**config.mk**
```make
export PLATFORM = sky130hd
export DESIGN_NAME = tone_decoder
export DESIGN_NICKNAME = d
export VERILOG_FILES = /design/src/rtl/tone_decoder_pkg.sv /design/src/rtl/tone_decoder_meter.sv /design/src/rtl/tone_decoder.sv
export SDC_FILE = /design/constraint.sdc
export NUM_CORES = 1
export LEC_CHECK = 0
export BUFFER_PORTS_ARGS = -buffer_cell sky130_fd_sc_hd__buf_2
export CAP_MARGIN = 20
export CORE_MARGIN = 2
export CORE_UTILIZATION = 40
export CTS_CLUSTER_DIAMETER = 150
export DETAILED_ROUTE_END_ITERATION = 8
export GPL_ROUTABILITY_DRIVEN = 0
export SLEW_MARGIN = 20
export SYNTH_ARGS = -nofsm -noshare
export SYNTH_HDL_FRONTEND = slang
export SYNTH_SLANG_ARGS = --single-unit
```
**constraint.sdc**
```tcl
create_clock -name clk -period 10.7 [get_ports clk]
set_input_delay 2.14 -clock clk [delete_from_list [all_inputs] [get_ports clk]]
set_output_delay 2.14 -clock clk [all_outputs]
set_load 0.02 [all_outputs]
```
**src/rtl/tone_decoder_pkg.sv**
```systemverilog
// tone_decoder shared definitions: note half-period constants,
// note codes and the half-period classifier.
package tone_decoder_pkg;

  localparam int HP_W = 12;

  typedef enum logic [2:0] {
    N_SIL, N_C, N_D, N_E, N_F, N_G, N_A, N_B
  } note_e;

  // Same count constants as the alarm ROM; the generator toggles
  // every (K+1) cycles.
  localparam logic [HP_W-1:0] K_C = 12'd1915;
  localparam logic [HP_W-1:0] K_D = 12'd1706;
  localparam logic [HP_W-1:0] K_E = 12'd1519;
  localparam logic [HP_W-1:0] K_F = 12'd1432;
  localparam logic [HP_W-1:0] K_G = 12'd1278;
  localparam logic [HP_W-1:0] K_A = 12'd1136;
  localparam logic [HP_W-1:0] K_B = 12'd1014;

  function automatic logic [HP_W-1:0] note_k(
    input logic [2:0] code
  );
    logic [HP_W-1:0] k;
    case (code)
      N_C:     k = K_C;
      N_D:     k = K_D;
      N_E:     k = K_E;
      N_F:     k = K_F;
      N_G:     k = K_G;
      N_A:     k = K_A;
      N_B:     k = K_B;
      default: k = '0;
    endcase
    return k;
  endfunction

  // Scans high to low so the lowest matching code wins.
  function automatic logic [2:0] classify(
    input logic [HP_W-1:0] m,
    input logic [HP_W-1:0] tol
  );
    logic [2:0]      r;
    logic [HP_W-1:0] kv;
    logic [HP_W-1:0] d;
    r = N_SIL;
    for (int k = 7; k >= 1; k--) begin
      kv = note_k(3'(k));
      d  = (m >= kv) ? m - kv : kv - m;
      if (d <= tol) r = 3'(k);
    end
    return r;
  endfunction

endpackage

```
**src/rtl/tone_decoder_meter.sv**
```systemverilog
// half_period_meter: synchronizer, edge detect, saturating
// half-period counter and armed flag.
module half_period_meter
  import tone_decoder_pkg::*;
#(
  parameter int SILENCE_CYC = 4095
) (
  input  logic            clk,
  input  logic            rst_n,
  input  logic            i_tone,
  output logic            o_edge,
  output logic            o_m_valid,
  output logic [HP_W-1:0] o_m,
  output logic            o_silence
);

  localparam logic [HP_W-1:0] SIL    = HP_W'(SILENCE_CYC);
  localparam logic [HP_W-1:0] SIL_M1 = HP_W'(SILENCE_CYC - 1);

  logic            r_s1;
  logic            r_s2;
  logic            r_s3;
  logic            r_edge;
  logic            r_armed;
  logic [HP_W-1:0] r_hp;
  logic            w_sil;

  // Fires in the cycle hp steps onto SIL; an edge wins.
  assign w_sil = !r_edge && (r_hp == SIL_M1);

  always_ff @(posedge clk or negedge rst_n) begin
    if (!rst_n) begin
      r_s1    <= 1'b0;
      r_s2    <= 1'b0;
      r_s3    <= 1'b0;
      r_edge  <= 1'b0;
      r_armed <= 1'b0;
      r_hp    <= '0;
    end else begin
      r_s1   <= i_tone;
      r_s2   <= r_s1;
      r_s3   <= r_s2;
      r_edge <= r_s2 ^ r_s3;
      if (r_edge)
        r_hp <= '0;
      else if (r_hp != SIL)
        r_hp <= r_hp + 1'b1;
      if (r_edge)
        r_armed <= 1'b1;
      else if (w_sil)
        r_armed <= 1'b0;
    end
  end

  assign o_edge    = r_edge;
  assign o_m       = r_hp;
  assign o_m_valid = r_edge && r_armed && (r_hp != SIL);
  assign o_silence = w_sil;

endmodule

```
**src/rtl/tone_decoder.sv**
```systemverilog
// tone_decoder: classifies measured half-periods into notes,
// debounces them and reports onsets, changes and silence.
module tone_decoder
  import tone_decoder_pkg::*;
#(
  parameter int TOL         = 16,
  parameter int MATCH_N     = 3,
  parameter int SILENCE_CYC = 4095
) (
  input  logic       clk,
  input  logic       resetn,
  input  logic       tone_in,
  output logic [2:0] note,
  output logic       note_valid,
  output logic       tone_on,
  output logic [7:0] note_cnt
);

  localparam int RW = $clog2(MATCH_N + 1);
  localparam logic [RW-1:0]   RUN_MAX = RW'(MATCH_N);
  localparam logic [HP_W-1:0] TOL_W   = HP_W'(TOL);

  logic            w_edge;
  logic            w_m_valid;
  logic [HP_W-1:0] w_m;
  logic            w_sil;
  logic            w_meas;
  logic [2:0]      w_k;

  logic [2:0]    r_cand;
  logic [RW-1:0] r_run;
  logic [2:0]    r_note;
  logic          r_vld;
  logic          r_on;
  logic [7:0]    r_cnt;

  logic [2:0]    w_cand_n;
  logic [RW-1:0] w_run_n;
  logic [2:0]    w_note_n;
  logic          w_vld_n;
  logic [7:0]    w_cnt_n;

  half_period_meter #(
    .SILENCE_CYC(SILENCE_CYC)
  ) u_meter (
    .clk      (clk),
    .rst_n    (resetn),
    .i_tone   (tone_in),
    .o_edge   (w_edge),
    .o_m_valid(w_m_valid),
    .o_m      (w_m),
    .o_silence(w_sil)
  );

  assign w_meas = w_edge & w_m_valid;
  assign w_k    = classify(w_m, TOL_W);

  always_comb begin
    w_cand_n = r_cand;
    w_run_n  = r_run;
    w_note_n = r_note;
    w_vld_n  = 1'b0;
    w_cnt_n  = r_cnt;
    unique case (1'b1)
      w_sil: begin
        w_cand_n = N_SIL;
        w_run_n  = '0;
        if (r_note != N_SIL) begin
          w_note_n = N_SIL;
          w_vld_n  = 1'b1;
        end
      end
      w_meas: begin
        if (w_k == N_SIL) begin
          w_cand_n = N_SIL;
          w_run_n  = '0;
        end else begin
          if (w_k == r_cand) begin
            w_run_n = (r_run == RUN_MAX) ?
                      RUN_MAX : r_run + 1'b1;
          end else begin
            w_cand_n = w_k;
            w_run_n  = RW'(1);
          end
          if (w_run_n == RUN_MAX &&
              w_cand_n != r_note) begin
            w_note_n = w_cand_n;
            w_vld_n  = 1'b1;
            if (r_note == N_SIL)
              w_cnt_n = r_cnt + 8'd1;
          end
        end
      end
      default: ;
    endcase
  end

  always_ff @(posedge clk or negedge resetn) begin
    if (!resetn) begin
      r_cand <= '0;
      r_run  <= '0;
      r_note <= '0;
      r_vld  <= 1'b0;
      r_on   <= 1'b0;
      r_cnt  <= '0;
    end else begin
      r_cand <= w_cand_n;
      r_run  <= w_run_n;
      r_note <= w_note_n;
      r_vld  <= w_vld_n;
      r_on   <= (w_note_n != N_SIL);
      r_cnt  <= w_cnt_n;
    end
  end

  assign note       = r_note;
  assign note_valid = r_vld;
  assign tone_on    = r_on;
  assign note_cnt   = r_cnt;

endmodule

```
==> summary.txt <==
Die
  – Die Wd: 114.6 um
  – Die area: roughly 13000 um2
  – Initial Util: between 40 and 50%
  – Die height: roughly 110 um
  – Core area: approximately 12000 um2
  – Rows: 40
  – I/O pin cnt: 16

Yosys
  – Seq cells post-synth: 35
  – Main combinational cell family by area after synthesis: compound AO/OA/AOI/OAI gates
  – Simple-gate share of the synthesized area: about 26%
  – Syn nets: 682
  – Syn avg cell area: 7.503 um2
  – Synth async-reset ratio: 100.0%
  – Top-area cell type share of the netlist area: 17.90%
  – Most common cell in the netlist: nand2_1
  – Compound-Gate Fraction of Synth Area: 30.20%
  – Seq/Total Area, Yosys: between 10% and 20%
  – Distinct cells, synth: between 80 and 90
  – Synth area leader: dfrtp_1
  – Number of flops mapped to enable cells by yosys: 0
  – Synth Flop Type: dfrtp_1
  – Cell count after synthesis: 652
  – Cell area after synthesis: approximately 5000 um2
  – Top cells by count, synth: nand2_1 (49), xnor2_1 (44), a21oi_1 (41)
  – Synth Area in XOR/XNOR: 9.642%
  – Area contributors post-synth: dfrtp_1 (18%), xnor2_1 (7.9%), ha_1 (6.9%)
  – Fraction of the mapped netlist area in adder cells: under 10%
  – Multiplexer share of the synthesized area: under 10%
  – Synth warnings: 0

Worst setup path
  – Crit start category: flip-flop
  – FF-to-FF setup slack: roughly 5600 ps
  – Crit Path Max Fanout: 23
  – Critical path required time: approximately 11000 ps
  – Crit Reg-Reg Startpoint: u_meter.o_m[3]
  – CP arrival: between 5000 and 6000 ps
  – R2R cell count: 13
  – Worst reg2reg endpoint: note_cnt[1]
  – Crit. End Element: flip-flop
  – Crit path kind: flip-flop to flip-flop

Hold path
  – Worst Hold Endpoint: u_meter.r_s2
  – Min-delay src: u_meter.r_s1
  – Worst hold path type: flip-flop to flip-flop
  – Min-Delay Path Depth: 0

Finish
  – Multi-input logic area: 3702 um2
  – Area Overhead vs Synth: 5.038%
  – Antenna diode count: 0
  – Sequential Area: roughly 880 um2
  – Layout cells sized above 1: roughly 8.7%
  – FILL cells: approximately 1200
  – Fin nets: around 660

Drt
  – Final WL: roughly 17000 um
  – Drt first pass iters: 6
  – DRC viols: 0
  – Routed Antenna Nets: 0
  – Routed len/inst: between 20 and 25 um
  – Initial DRC count: ~690
  – Via/cell ratio: slightly below 7
  – Total number of vias: about 5300

Timing
  – Unrepaired setup endpoints after global routing: false
  – Final Worst Setup Slack: ~5600 ps
  – Setup TNS Final: 0 ps
  – Max-slew violations: 0
  – Worst slew pin tran: ~940 ps
  – FMAX: ~0.20 GHz
  – Part of the cycle the worst path needs: 47.24%
  – Fin. Hold Viols: 0
  – Slew margin rel.: between 30% and 40%
  – Final clock skew: about 5 ps
  – Final Critical Period: slightly above 5000 ps
  – Final setup violation count: 0

Global route
  – Pin count of the biggest net entering global routing: 46
  – Initial antenna violation count: 0
  – Total GRT Usage: between 20% and 30%
  – Vias in the first global route: 4938
  – Total grt overflow: 0
  – First-pass GRT wire length: about 27000 um

Clock network
  – Worst-path clk slew: ~60 ps
  – CTS sink cnt: 35
  – H-Tree Depth: 2
  – Clock Latency Late Sink: around 280 ps
  – CTS tree: built
  – Post-cts sizing count: 0
  – Root Buffer: clkbuf_16
  – Clock Tree Buf Depth: 2
  – CTS Buf Count: 5
  – Setup Fix Bufs, Post-CTS: 0
  – Hold buffers post-CTS: 0

Place
  – DP Worst Slack: about 5700 ps
  – Post-DP HPWL: around 12000 um
  – IO buf count: 15

Pwr
  – Leakage: ~2.0 nW
  – Peak supply drop: ~0.066 mV
  – Total power: about 0.00036 W
  – PD cells: about 70 nW/um2

Status
  – Status: finished, final reports clean

Run
  – Maximum Capacitance Violations: 0
[layout make-up]
cell class,instances,share of cell area (%)
Sequential cell,35,17.04
Timing Repair Buffer,23,2.630
Multi-Input combinational cell,542,72.05
Clock buffer,7,2.776
Clock inverter,1,0.1704
Inverter,24,1.753
Tap cell,147,3.579
[metal layers]
layer	GRT usage [%]	part of all wire [%]	vias up
met4	11.06	3.9	0
met1	36.79	42	2516
li1	-	-	2379
met5	0	0	-
met2	39.88	44	351
met3	4.394	10	63
[how the worst max path moves through the flow]
stage,startpoint,endpoint,slack [ps],cells past startpoint
finish,u_meter.o_m[3],note_cnt[1],5650,13
detailed placement,u_meter.o_m[3],note_cnt[1],5670,12
global route,u_meter.o_m[3],note_cnt[4],5380,13
CTS,u_meter.o_m[3],note_cnt[1],5650,12
floorplan,u_meter.o_m[5],note_cnt[1],6340,16
global placement,u_meter.o_m[3],note_cnt[1],5710,12
[power by group]
part | internal [W] | switching, W | total [W]
logic | 0.0000235 | 0.0000402 | 0.0000637
clock network | 0.0000930 | 0.0000542 | 0.000147
registers | 0.000135 | 0.0000126 | 0.000148
[placed cells by master (no fill, tap or decap), types with 7 or more instances in the layout]
cell type	instances
nand2_1	49
xnor2_1	44
a21oi_1	41
o21ai_0	39
nor2_1	39
nand3_1	35
dfrtp_1	35
ha_1	27
inv_1	20
nor3_1	19
nand4_1	17
buf_2	15
nor2b_1	14
mux2i_1	12
and3_1	11
a21o_1	11
and2_1	11
o211ai_1	11
a31oi_1	10
o21ai_1	9
nand2b_1	8
xor2_1	8
buf_4	8
o31ai_1	7
[metrics by stage]
stage	util [%]	cells	cell area [um2]	hold slack, ps
floorplan	-	652	4892	331.2
global placement	41.66	771	4984	339.5
detailed placement	41.66	771	4984	340.3
CTS	42.93	779	5135	361.1
global route	42.96	779	5139	371.6
finish	42.96	779	5139	357.5
[worst max-delay path: stages, from the launching register on]
cell	delay, ps
dfrtp_1	960
inv_1	420
ha_1	380
a21o_1	280
a32oi_1	380
a21oi_1	140
a21oi_1	140
o31ai_1	90
or4_1	620
or3b_1	400
nand3_1	170
xor2_1	130
and4bb_1	470
mux2_4	330
[sequential cells by signal, summed over array words and instances, names as in the netlist]
signal / flops
u_meter.o_m: 12
u_meter.r_armed: 1
r_run: 2
u_meter.r_s1: 1
note_valid: 1
r_cand: 3
note_cnt: 8
note: 3
u_meter.r_s3: 1
u_meter.o_edge: 1
tone_on: 1
u_meter.r_s2: 1
[logic make-up (layout without fill, tap and decap cells)]
logic type	after synthesis	after routing
AO/OA/AOI/OAI	209	209
XOR/XNOR	53	53
adder cells (fa/ha/maj)	27	27
buffers and inverters	75	55
flip-flops	35	35
multiplexers	14	14
AND/OR/NAND/NOR	239	239
No activity file was read; power rests on OpenSTA's default activity.
